$ cat src/rtl/seq_mult8x8_core.sv
// Sequential 8x8 unsigned multiplier: four 4x4 partial products accumulated over four
// CALC cycles, followed by a one-cycle done pulse. All outputs come from registers/state.
module seq_mult8x8_core (
  input  logic        clk,
  input  logic        reset_n,
  input  logic        start,
  input  logic [7:0]  dataa,
  input  logic [7:0]  datab,
  output logic [15:0] product,
  output logic        done,
  output logic        busy,
  output logic [2:0]  seg_code
);

  typedef enum logic [1:0] {
    StIdle = 2'd0,
    StCalc = 2'd1,
    StDone = 2'd2
  } state_e;

  state_e      state_q, state_d;
  logic [1:0]  step_q, step_d;
  logic [7:0]  a_q, a_d;
  logic [7:0]  b_q, b_d;
  logic [15:0] acc_q, acc_d;
  logic [15:0] product_q, product_d;

  logic [3:0]  nib_a, nib_b;
  logic [7:0]  pp;
  logic [15:0] term;
  logic [15:0] sum;

  // Nibble selection per step: lo*lo, hi*lo, lo*hi, hi*hi.
  always_comb begin
    nib_a = a_q[3:0];
    nib_b = b_q[3:0];
    unique case (step_q)
      2'd0: begin
        nib_a = a_q[3:0];
        nib_b = b_q[3:0];
      end
      2'd1: begin
        nib_a = a_q[7:4];
        nib_b = b_q[3:0];
      end
      2'd2: begin
        nib_a = a_q[3:0];
        nib_b = b_q[7:4];
      end
      2'd3: begin
        nib_a = a_q[7:4];
        nib_b = b_q[7:4];
      end
      default: ;
    endcase
  end

  assign pp = {4'h0, nib_a} * {4'h0, nib_b};

  always_comb begin
    term = {8'h00, pp};
    unique case (step_q)
      2'd0:    term = {8'h00, pp};
      2'd1,
      2'd2:    term = {4'h0, pp, 4'h0};
      2'd3:    term = {pp, 8'h00};
      default: term = {8'h00, pp};
    endcase
  end

  // Peak sum is 0xFE01, so the 16-bit add never wraps.
  assign sum = acc_q + term;

  always_comb begin
    state_d   = state_q;
    step_d    = step_q;
    a_d       = a_q;
    b_d       = b_q;
    acc_d     = acc_q;
    product_d = product_q;
    unique case (state_q)
      StIdle: begin
        if (start) begin
          a_d     = dataa;
          b_d     = datab;
          acc_d   = 16'h0000;
          step_d  = 2'd0;
          state_d = StCalc;
        end
      end
      StCalc: begin
        acc_d  = sum;
        step_d = step_q + 2'd1;
        if (step_q == 2'd3) begin
          product_d = sum;
          state_d   = StDone;
        end
      end
      StDone: begin
        state_d = StIdle;
      end
      default: begin
        state_d = StIdle;
      end
    endcase
  end

  always_ff @(posedge clk or negedge reset_n) begin
    if (!reset_n) begin
      state_q   <= StIdle;
      step_q    <= 2'd0;
      a_q       <= 8'h00;
      b_q       <= 8'h00;
      acc_q     <= 16'h0000;
      product_q <= 16'h0000;
    end else begin
      state_q   <= state_d;
      step_q    <= step_d;
      a_q       <= a_d;
      b_q       <= b_d;
      acc_q     <= acc_d;
      product_q <= product_d;
    end
  end

  // Outputs decode state only, so no input-to-output combinational path exists.
  always_comb begin
    done     = 1'b0;
    busy     = 1'b0;
    seg_code = 3'b100;
    unique case (state_q)
      StIdle: seg_code = 3'b100;
      StCalc: begin
        busy     = 1'b1;
        seg_code = {1'b0, step_q};
      end
      StDone: begin
        done     = 1'b1;
        seg_code = 3'b111;
      end
      default: seg_code = 3'b100;
    endcase
  end

  assign product = product_q;

endmodule

$ cat config.mk
export PLATFORM = sky130hd
export DESIGN_NAME = seq_mult8x8_core
export DESIGN_NICKNAME = d
export VERILOG_FILES = /design/src/rtl/seq_mult8x8_core.sv
export SDC_FILE = /design/constraint.sdc
export NUM_CORES = 1
export LEC_CHECK = 0
export ABC_AREA = 1
export BUFFER_PORTS_ARGS = -buffer_cell sky130_fd_sc_hd__buf_2
export CORE_UTILIZATION = 55
export DETAILED_ROUTE_END_ITERATION = 10
export GPL_TIMING_DRIVEN = 0
export PLACE_DENSITY = 0.79
export SLEW_MARGIN = 15
export SYNTH_ARGS = -nofsm -noshare
export SYNTH_HDL_FRONTEND = slang
export SYNTH_SLANG_ARGS = --single-unit
$ cat constraint.sdc
create_clock -name clk -period 8 [get_ports clk]
set_input_delay 0.4 -clock clk [delete_from_list [all_inputs] [get_ports clk]]
set_output_delay 0.4 -clock clk [all_outputs]
set_load 0.02 [all_outputs]
# Word level (Yosys, flattened, before mapping)

Index checks and enable logic that the tools add are counted.

Bits in registers: 52
Input bits: 19
Logic and storage cells: 41

Add/subtract/negate cells: 2
$mul: 1
Eq/ne operators: 7
Multiplexer cells: 13
Reduce and logical (&&, ||, !) cells: 12

Operator list:

| cell                  | number |
|---|---|
| $pmux W16 S3          | 1 |
| $pmux W16 S2          | 1 |
| $add A16 B16 Y16      | 1 |
| $mux W16              | 1 |
| $pmux W4 S2           | 2 |
| $reduce_or A2 Y1      | 5 |
| $mul A4 B4 Y8         | 1 |
| $pmux W2 S2           | 2 |
| $reduce_and A2 Y1     | 4 |
| $eq A2 B2 Y1 const B  | 3 |
| $mux W2               | 3 |
| $pmux W3 S2           | 1 |
| $eq A2 B1 Y1 const B  | 2 |
| $logic_not A2 Y1      | 2 |
| $ne A2 B2 Y1 const B  | 2 |
| $add A2 B1 Y2 const B | 1 |
| $mux W1               | 2 |
| $reduce_bool A2 Y1    | 1 |

# Longest topological paths before layout

Word-level depth: 7
Mapped depth: 28
Mapped depth without buffers: 28

# Worst setup path after synthesis

Ideal clock, no wire load.

Kind: flip-flop to flip-flop
Start point: register step_q[0]
End point: register product_q[13] (netlist: product[13])
Library setup time: 119 ps
Data arrival time: 4466 ps
Slack: 3416 ps
Stages on the path, launching flop included: 24
Buffers on the path: 0
Clock period less this slack: 4584 ps
Cell sequence: dfrtp_1 ha_1 nor2_1 nand2_1 o21ai_1 nand2_1 fa_1 inv_1 fa_1 inv_1 fa_1 o21ai_0 a21oi_1 xor2_1 o22ai_1 ha_1 nand2_1 nand2_1 a21oi_2 nor2_1 nor3_1 nand3b_1 nand3_1 nand2_1

Longest elaborated chain between the ends: 6
Elaborated cells on any way between the ends: 15

Ends and longest elaborated chain:

| element                              | line       | source |
|---|---|---|
| start: declaration                   | 22         | `logic [1:0] step_q, step_d;` |
| start signal: assignment             | 118        | `step_q <= step_d;` |
| $eq A2 B2 Y1 (tied with other cells) | 37, 62, 94 |  |
| $reduce_or A2 Y1 (no source line)    | n/a        |  |
| $pmux W4 S2                          | 37         | `unique case (step_q)` |
| $mul A4 B4 Y8                        | 58         | `assign pp = {4'h0, nib_a} * {4'h0, nib_b};` |
| $pmux W16 S3                         | 62         | `unique case (step_q)` |
| $add A16 B16 Y16                     | 72         | `assign sum = acc_q + term;` |
| end signal: assignment               | 122        | `product_q <= product_d;` |
| end: declaration                     | 26         | `logic [15:0] product_q, product_d;` |

Parallel ways exist; a longest one is shown, timed or not.
A chain may end at the register's enable or synchronous reset.

# Worst setup path after layout

Ends and elaborated chain as after synthesis.

==> impl_metrics.toml <==
[grt]
grtUsageMet1 = 0.3270
grt_pass1_wl_mm = 12.79
grt_pass1_vias = 2903
overflow = 0
grt_util_all_layers = 0.2489
busiest_layer = "met2"
grtUsageMet2 = 0.4182
antenna_found_initial = 0
use_met3 = 0.04778
grt_max_degree = 53

[floorplanning]
die_h_microns = 81.74
io_pins = 40
dieArea_sq_mm = 0.006681
initial_core_util = 0.5804
die_w_microns = 81.74
num_rows = 28
coreArea_sq_mm = 0.006026

[sta]
hold_violations = 0
drv_slew = 0
rsz0062_at_grt = "false"
hold_slack_ns = 0.09269
fin_crit_ns = 5.368
fin_setup_tns_ns = 0
finalSetupViolCount = 0
fmax_mhz = 186.3
min_period_over_period = 0.6710
slew-limit-headroom = 0.5749
tightest_slew_ns = 0.6376
skew_ns = 0.009784

[clocking]
cts_root_buf = "clkbuf_8"
clk_path_buf_depth = 2
cts_resized = 0
htreeDepth = 2
cts_tree = "built"
clk_pin_slew_ns = 0.10
cts_made_buffers = 5
postCtsSetupBuffers = 0
cts_sinks = 52
holdBufCountCts = 0
insertion_delay_ns = 0.31

[detailed_routing]
vias = 2976
routedWlPerCell_microns = 13.01
wirelength_mm = 7.402
viasPerCell = 5.230
drt_iter0_drc = 85
drt_pass1_iterations = 6
route.detailed.drc = 0
ant_nets = 0

[placed_design]
hpwlAfterDp_mm = 5.774
io_buffers = 39
dp.cells = 562
place_congestion = 0.9293
placed_area_sq_mm = 0.003786

[logic_synthesis]
synth_area_leaders = "dfrtp_1 (37%), nand2_1 (13%), ha_1 (13%)"
synth.avg_cell_area_sq_um = 7.806
ys_types = 33
synth_fp_nets = 507
synth_top_area_frac = 0.3721
yosysWarningCount = 0
synth_seq_cells = 52
async_reset_ff_frac = 1.000
synth_seq_area_share = 0.3721
syn_inst = 448
yosys.area.top_type = "dfrtp_1"
synth_area_sq_mm = 0.003497
synth-edff-count = 0
synth_ff_type = "dfrtp_1"

[layout]
fin_area_sq_mm = 0.003870
drive_above_1_share = 0.1275
insertedDiodeCount = 0
syn2layout_area_growth_pct = 10.66
final_cell_mix = "nand2_1 (121), inv_1 (57), dfrtp_1 (52)"
final_cells = 569
final_common_cell = "nand2_1"
nets = 553

[hold_path]
hold_class = "input pin to asynchronous set/reset pin"

[critical_path]
slowest_delay_ns = 0.57
crit_path_end_kind = "flop"
cp.required_ns = 8.20
path_common_cell = "nand2_1"
crit_arrival_ns = 5.57
cp_max_fo = 7
startpoint_type = "flop"
crit_chain = "ha_1, nor2_1, nand2_1, o21ai_1, nand2_1, fa_1, inv_1, fa_1, inv_1, fa_1, o21ai_0, a21oi_1, xor2_1, o22ai_1, ha_1, nand2_1, nand2_1, a21oi_2, nor2_1, nor3_1, nand3b_1, nand3_1, nand2_1"
slowest_stage = "fa_1"
critPathKind = "flop to flop"

[status]
outcome = "complete, no violations"

[job]
max_cap_violations = 0
-- critical path, delay by kind of cell (launching register included) --
| kind | cells | cell delay [ns] |
|---|---|---|
| adder cells (fa/ha/maj) | 5 | 2.24 |
| buffers and inverters | 2 | 0.13 |
| AND/OR/NAND/NOR | 10 | 1.40 |
| flip-flops | 1 | 0.43 |
| AO/OA/AOI/OAI | 5 | 0.78 |
| XOR/XNOR | 1 | 0.27 |
-- per-layer routing --
layer	vias to the layer above	share of wire	routed length, microns
met4	0	0.0088	65
met2	50	0.47	3469
met5	-	0	0
li1	1536	-	-
met3	6	0.038	281
met1	1384	0.48	3585
-- stage by stage --
step | setup WS (ns) | util
2_1_floorplan | 3.416 | -
3_5_place_dp | 2.721 | 0.6283
6_report | 2.632 | 0.6422
4_1_cts | 2.663 | 0.6418
3_3_place_gp | 2.827 | 0.6283
5_1_grt | 2.164 | 0.6422
-- cell usage after synthesis, types with 3 or more instances --
cell type  count
nand2_1      121
inv_1         57
dfrtp_1       52
nor2_1        39
ha_1          35
nand3_1       27
a21oi_1       23
o21ai_0       17
o21ai_1       10
o22ai_1       10
mux2_1         6
xnor2_1        6
fa_1           5
inv_2          4
mux2_2         4
nand3b_1       4
clkbuf_1       3
nand2_2        3
xor2_1         3
-- registers in the layout, indices dropped and copies added (netlist names) --
signal and cells:
a_q 8, acc_q 16, b_q 8, product 16, state_q 2, step_q 2
-- area by class of cell --
class | count | area, sq um
Fill cell | 548 | 2156
Multi-Input combinational cell | 329 | 1942
Buffer | 5 | 21.27
Sequential cell | 52 | 1301
Timing Repair Buffer | 39 | 197.7
Inverter | 62 | 232.7
Tap cell | 75 | 93.84
Clock inverter | 2 | 12.51
Clock buffer | 5 | 68.82
-- path summary, 6_finish.rpt --
| kind | slack, ns | start | to | depth (start not counted) |
|---|---|---|---|---|
| max in group asynchronous | 7.47 | reset_n | product[6] | 1 |
| max reg2reg | 2.63 | step_q[0] | product[13] | 23 |
| min | 0.09 | reset_n | b_q[6] | 1 |
| max | 2.63 | step_q[0] | product[13] | 23 |
| min reg2reg | 0.49 | product[10] | product[10] | 2 |
| min in group clk | 0.29 | dataa[0] | a_q[0] | 2 |
-- kinds of logic after synthesis --
logic type | synth area share
DFF | 0.3721
xor gates and xnor gates | 0.02254
adders and majority gates | 0.1538
and+or+nand+nor | 0.2404
AOI/OAI and AO/OA | 0.1034
muxes | 0.03506
buffers and inverters | 0.07263
Power is not shown: default switching activity piles up to over one toggle a cycle in this logic, so the estimate is an artifact.
